$ cat src/rtl/instr_issue_seq_if.sv
// Opcode handshake bus between the issue sequencer (master) and the
// datapath (slave).
interface instr_issue_seq_if #(
    parameter int DW = 16
);
    logic [DW-1:0] opcode;
    logic          opcode_valid;
    logic          opcode_ready;

    modport master (output opcode, output opcode_valid, input opcode_ready);
    modport slave  (input opcode, input opcode_valid, output opcode_ready);
endinterface

$ cat src/rtl/instr_issue_seq.sv
// Instruction fetch/issue sequencer. Holds a loadable instruction memory,
// walks pc from start_addr to end_addr (wrapping mod 2**AW) and presents
// each word on the opcode handshake, with one fetch bubble per word.
// Runs end at end_addr, on a HALT word, or on a stop request.
// Optional feature macro: ISSUE_LOOP_EN adds a loop_en input; when latched
// on start, end_addr jumps back to start_addr instead of finishing.
module instr_issue_seq #(
    parameter int         DW      = 16,
    parameter int         AW      = 8,
    parameter logic [2:0] HALT_OP = 3'b111
) (
    input  logic          clk,
    input  logic          rst_n,
    input  logic          load_en,
    input  logic [AW-1:0] load_addr,
    input  logic [DW-1:0] load_data,
    input  logic          start,
    input  logic          stop,
    input  logic [AW-1:0] start_addr,
    input  logic [AW-1:0] end_addr,
`ifdef ISSUE_LOOP_EN
    input  logic          loop_en,
`endif
    instr_issue_seq_if.master issue,
    output logic [AW-1:0] pc,
    output logic          busy,
    output logic          done,
    output logic          halted
);

    typedef enum logic [1:0] {S_IDLE, S_FETCH, S_ISSUE, S_DONE} state_t;

    state_t        state, state_nxt;
    logic [DW-1:0] mem [0:(1<<AW)-1];
    logic [AW-1:0] end_q;
    logic          stop_pend;
    logic          accept, hs, is_halt, last, loop_back;
    logic [AW-1:0] pc_nxt;

    assign accept  = ((state == S_IDLE) || (state == S_DONE)) && start;
    assign hs      = (state == S_ISSUE) && issue.opcode_valid && issue.opcode_ready;
    assign is_halt = (issue.opcode[DW-1 -: 3] == HALT_OP);
    assign last    = (pc == end_q);

`ifdef ISSUE_LOOP_EN
    logic          loop_q;
    logic [AW-1:0] start_q;

    // Loop mode and restart address are captured with the run parameters
    always_ff @(posedge clk or negedge rst_n) begin
        if (!rst_n) begin
            loop_q  <= 1'b0;
            start_q <= '0;
        end else if (accept) begin
            loop_q  <= loop_en;
            start_q <= start_addr;
        end
    end

    assign loop_back = loop_q && last;
    assign pc_nxt    = loop_back ? start_q : pc + AW'(1);
`else
    assign loop_back = 1'b0;
    assign pc_nxt    = pc + AW'(1);
`endif

    // Instruction memory write port; locked out while a program runs
    always_ff @(posedge clk) begin
        if (load_en && !busy)
            mem[load_addr] <= load_data;
    end

    // State register
    always_ff @(posedge clk or negedge rst_n) begin
        if (!rst_n) state <= S_IDLE;
        else        state <= state_nxt;
    end

    // Next-state logic; a delivered HALT word, a pending stop or the end of
    // range (unless looping) all retire the run after the handshake
    always_comb begin
        state_nxt = state;
        case (state)
            S_IDLE:  if (start) state_nxt = S_FETCH;
            S_FETCH: state_nxt = stop ? S_DONE : S_ISSUE;
            S_ISSUE: begin
                if (hs) begin
                    if (is_halt || stop || stop_pend || (last && !loop_back))
                        state_nxt = S_DONE;
                    else
                        state_nxt = S_FETCH;
                end
            end
            S_DONE:  state_nxt = start ? S_FETCH : S_IDLE;
            default: state_nxt = S_IDLE;
        endcase
    end

    // Status outputs decoded from state; DONE lasts exactly one cycle
    always_comb begin
        busy = (state == S_FETCH) || (state == S_ISSUE);
        done = (state == S_DONE);
    end

    // Datapath: run parameters, pc, the opcode register (loaded straight from
    // the synchronous memory read in FETCH) and the sticky halt flag
    always_ff @(posedge clk or negedge rst_n) begin
        if (!rst_n) begin
            issue.opcode       <= '0;
            issue.opcode_valid <= 1'b0;
            pc                 <= '0;
            halted             <= 1'b0;
            end_q              <= '0;
            stop_pend          <= 1'b0;
        end else begin
            if (accept) begin
                end_q     <= end_addr;
                pc        <= start_addr;
                halted    <= 1'b0;
                stop_pend <= 1'b0;
            end
            if ((state == S_FETCH) && !stop) begin
                issue.opcode       <= mem[pc];
                issue.opcode_valid <= 1'b1;
            end
            if (state == S_ISSUE) begin
                if (stop)
                    stop_pend <= 1'b1;
                if (hs) begin
                    issue.opcode_valid <= 1'b0;
                    if (is_halt)
                        halted <= 1'b1;
                    if (state_nxt == S_FETCH)
                        pc <= pc_nxt;
                end
            end
        end
    end

endmodule

$ cat src/flat_wrapper.sv
// flat-port wrapper written by rule: the top's interface ports become plain ports
module instr_issue_seq_flat 
#(
    parameter int         DW      = 16,
    parameter int         AW      = 8,
    parameter logic [2:0] HALT_OP = 3'b111
)
  (clk, rst_n, load_en, load_addr, load_data, start, stop, start_addr, end_addr, pc, busy, done, halted, issue_opcode, issue_opcode_valid, issue_opcode_ready);
  instr_issue_seq_if #(.DW(DW)) issue_i ();
  input  logic clk;
  input  logic rst_n;
  input  logic load_en;
  input  logic [AW-1:0] load_addr;
  input  logic [DW-1:0] load_data;
  input  logic start;
  input  logic stop;
  input  logic [AW-1:0] start_addr;
  input  logic [AW-1:0] end_addr;
  output logic [AW-1:0] pc;
  output logic busy;
  output logic done;
  output logic halted;
  output wire logic [$bits(issue_i.opcode)-1:0] issue_opcode;
  output wire logic [$bits(issue_i.opcode_valid)-1:0] issue_opcode_valid;
  input wire logic [$bits(issue_i.opcode_ready)-1:0] issue_opcode_ready;
  assign issue_opcode = issue_i.opcode;
  assign issue_opcode_valid = issue_i.opcode_valid;
  assign issue_i.opcode_ready = issue_opcode_ready;
  instr_issue_seq #(.DW(DW), .AW(AW), .HALT_OP(HALT_OP)) u_core (.clk(clk), .rst_n(rst_n), .load_en(load_en), .load_addr(load_addr), .load_data(load_data), .start(start), .stop(stop), .start_addr(start_addr), .end_addr(end_addr), .issue(issue_i), .pc(pc), .busy(busy), .done(done), .halted(halted));
endmodule
$ cat config.mk
export PLATFORM = sky130hd
export DESIGN_NAME = instr_issue_seq_flat
export DESIGN_NICKNAME = d
export VERILOG_FILES = /design/src/rtl/instr_issue_seq_if.sv /design/src/rtl/instr_issue_seq.sv /design/src/flat_wrapper.sv
export SDC_FILE = /design/constraint.sdc
export NUM_CORES = 2
export LEC_CHECK = 0
export ABC_CLOCK_PERIOD_IN_PS = 3900
export CAP_MARGIN = 25
export CORE_MARGIN = 2
export CORE_UTILIZATION = 50
export DETAILED_ROUTE_END_ITERATION = 8
export PLACE_DENSITY_LB_ADDON = 0.05
export SLEW_MARGIN = 25
export SYNTH_ARGS = -nofsm -noshare
export SYNTH_HDL_FRONTEND = slang
export SYNTH_SLANG_ARGS = --single-unit
$ cat constraint.sdc
create_clock -name clk -period 3.9 [get_ports clk]
set_clock_uncertainty 0.15 [all_clocks]
set_input_delay 0.78 -clock clk [delete_from_list [all_inputs] [get_ports clk]]
set_output_delay 0.78 -clock clk [all_outputs]
set_load 0.02 [all_outputs]
==> impl_results.md <==
* Final nets at 8,332
* Synth warn at 0
* Avg WL per Cell at 34.79 µm
* Fill cell count at 23,170
* Gr ovfl total at 0
* Setup Viol. Count Final at 0
* Core ar. at 0.3178 mm²
* Root Buffer: clkbuf_16
* I/O Buffers at 73
* Synth top area cells: edfxtp_1 77%, mux4_2 12%, mux2i_1 2.9%
* Antenna Nets Post-Route at 0
* Most frequent cell after synthesis: edfxtp_1
* Pleak at 58.66 nW
* Largest net degree at the start of global routing at 106
* Number of global-route vias before repair at 80,250
* VDD IR-drop max at 0.0004920 V
* CTS clk-pin slew, worst paths at 0.06 ns
* Max Fanout on Critical Path at 31
* Htree depth at 5
* Io pins at 74
* Mux cell area share after synthesis at 15.02%
* Ratio of cells with drive above 1 in the final layout at 28.08%
* Post-Synth Simple-Gate Area at 2.177%
* Final worst path period need at 3.840 ns
* Placed cell areas at 0.1709 mm²
* EDFF count, synth at 4,096
* Yosys cell types at 66
* CTS tree: built
* Syn Inst Count at 7,456
* Async set-reset flop share out of synthesis at 0.8952%
* Total number of vias at 80,440
* Req. time, crit path at 4.65 ns
* Synth Area per Inst at 21.39 µm²
* Grt met3 use at 4.407%
* Clock power frac at 32.1%
* CP startpoint kind: flop
* Yosys top cell by area: edfxtp_1
* GR Util met2 at 44.44%
* Outcome: complete, no violations
* Max-slew headroom at 23.81%
* Mapped Area at 0.1595 mm²
* Period utilization at 98.46%
* Hold Violations, Final at 0
* Ys flop type: edfxtp_1
* Post-Synth Adder-Cell Area at 0.03922%
* Busiest grt layer: met2
* Largest family of logic cells by synthesized area: multiplexers
* Int Power at 87.36 mW
* Starting Density at 50.19%
* 1st-iter DRT viols at 9,483
* Pre-Repair DR Iteration Count at 6
* Yosys top cell area share at 77.12%
* CP arrival at 4.59 ns
* First-pass GRT wire length at 625,800 µm
* Antenna violations before repair at 24
* Die Width at 568.8 µm
* Avg Vias per Cell at 6.271
* Gpl congestion at 0.8829
* Pwr Density at 681.0 mW/mm²
* XOR/XNOR share of the synthesized area at 0.04393%
* Sequential share of the synthesized area at 77.70%
* Top cells by count, synth: 4,096 x edfxtp_1, 819 x mux4_2, 463 x mux2i_1
* Crit Path Class: flop to flop
* Slew Limit Fails at 0
* Yosys reg bits at 4,133
* Gate power share at 28.3%
* RSZ-0062 raised after global routing: no
* All-layer global routing usage at 27.50%
* Post-CTS setup buffers at 0
* Final worst setup slack at 0.06002 ns
* Power, Total at 125.9 mW
* Num CTS Buffers at 428
* Worst skew pair latency at 0.99 ns
* Final HPWL DP at 276,800 µm
* Drt total wl at 446,300 µm
* Syn Nets at 7,507
* Final Instance Area at 0.1848 mm²
* Psw at 38.51 mW
* Fmax achieved at 260.4 MHz
* Synth Area in Compound Gates at 3.391%
* Maxcap violations at 0
* Area occupied by multi-input gates at 0.03327 mm²
* Post-route DRC violation count at 0
* Worst slew pin tran at 1.131 ns
* Row count at 207
* Die Y at 568.8 µm
* Layout Area Growth over Synthesis at 15.89%
* Clock Tree Buf Depth at 4
* Sw frac at 30.59%
* Grt met1 use at 38.46%
* Die area at 0.3235 mm²
* Reg power frac at 39.6%
* DP Worst Slack at -0.4142 ns
* Reg area at 0.1239 mm²
* Hold crit path type: primary input to flop
* Sink Count at 4,133
* CP Capture Type: flop
==> final timing paths <==
kind / endpoint / slack (ns) / cells after the start / start
worst max-delay path: u_core.issue.opcode[11] / 0.06 / 11 / u_core.pc[0]
worst min-delay path: u_core.mem[180][13] / 0.08 / 1 / load_data[13]
worst max register to register: u_core.issue.opcode[11] / 0.06 / 11 / u_core.pc[0]
worst min register to register: u_core.end_q[0] / 0.35 / 2 / u_core.end_q[0]
max in group asynchronous: u_core.issue.opcode[2] / 2.47 / 3 / rst_n
min in group asynchronous: u_core.state[0] / 0.29 / 2 / rst_n
==> flip-flops by register name, summed over array words and instances, names as in the netlist <==
name / flops
u_core.issue.opcode_valid: 1
u_core.pc: 8
u_core.issue.opcode: 16
u_core.halted: 1
u_core.stop_pend: 1
u_core.state: 2
u_core.mem: 4096
u_core.end_q: 8
==> layout by cell type, fill, tap and decap left out, types with 83 or more instances in the layout <==
| cell | instances |
|---|---|
| clkbuf_16 | 436 |
| o221ai_1 | 139 |
| clkbuf_1 | 93 |
| mux4_2 | 819 |
| clkinv_1 | 98 |
| nand2_1 | 131 |
| a21oi_1 | 83 |
| edfxtp_1 | 4096 |
| buf_12 | 152 |
| nor2_1 | 254 |
| mux2i_1 | 463 |
| o22ai_1 | 158 |
| buf_4 | 623 |
==> routing by layer <==
layer / up-vias / share of wire (%)
met4: 10 / 3.7
met2: 3052 / 49
li1: 33170 / -
met1: 43580 / 41
met5: - / 0.014
met3: 626 / 6.9
==> worst max-delay path: stages, from the launching register on <==
cell and delay [ns]:
dfrtp_4 0.70, buf_12 0.28, buf_4 0.30, buf_12 0.27, mux2i_1 0.13, o221ai_2 0.58
o22ai_2 0.29, o21ai_0 0.24, buf_4 0.13, o211ai_1 0.12, buf_4 0.22, o21ai_1 0.15
==> power groups by stage <==
| stage | sequential [mW] | clock (mW) | combinational (mW) |
|---|---|---|---|
| after floorplan | 50.3 | 0 | 20.7 |
| after global placement | 50.8 | 0 | 35.8 |
| after detailed placement | 50.8 | 0 | 35.9 |
| after CTS | 49.8 | 41.1 | 36.0 |
| after global routing | 49.8 | 42.8 | 37.2 |
| final | 49.8 | 40.4 | 35.6 |
==> logic make-up after synthesis <==
logic type | after synthesis
adders and majority gates | 5
buffers and inverters | 460
and+or+nand+nor | 738
AOI/OAI and AO/OA | 752
xor gates and xnor gates | 8
DFF | 4133
muxes | 1360
==> through the flow <==
| stage | TNS [ns] | utilization, % | hold slack (ns) | std cells |
|---|---|---|---|---|
| after global routing | 0 | 58.16 | 0.03396 | 12820 |
| after CTS | 0 | 58.16 | 0.02709 | 12820 |
| after detailed placement | -0.7404 | 53.79 | 0.3351 | 12030 |
| after floorplan | 0 | - | 0.3143 | 7456 |
| final | 0 | 58.16 | 0.07752 | 12830 |
| after global placement | -0.6145 | 53.79 | 0.3365 | 12030 |
==> what timing repair did <==
action / CTS / global route
hold buffers: 1 / 0
gates resized for setup: 9 / 1
endpoints found under the setup margin: 7 / 1
endpoints found under the hold margin: 23 / 0
==> final cells by class <==
| cell class | instances | area share, % |
|---|---|---|
| repair buffers | 849 | 4.618 |
| clock buffers | 535 | 6.136 |
| clock inverters | 254 | 1.336 |
| flip-flops and latches | 4133 | 67.05 |
| inverters | 6 | 0.01895 |
| multi-input cells | 2863 | 18.00 |
| diodes | 8 | 0.01083 |
| well taps | 4180 | 2.829 |
Note: power is estimated with default switching activity, not from simulation.
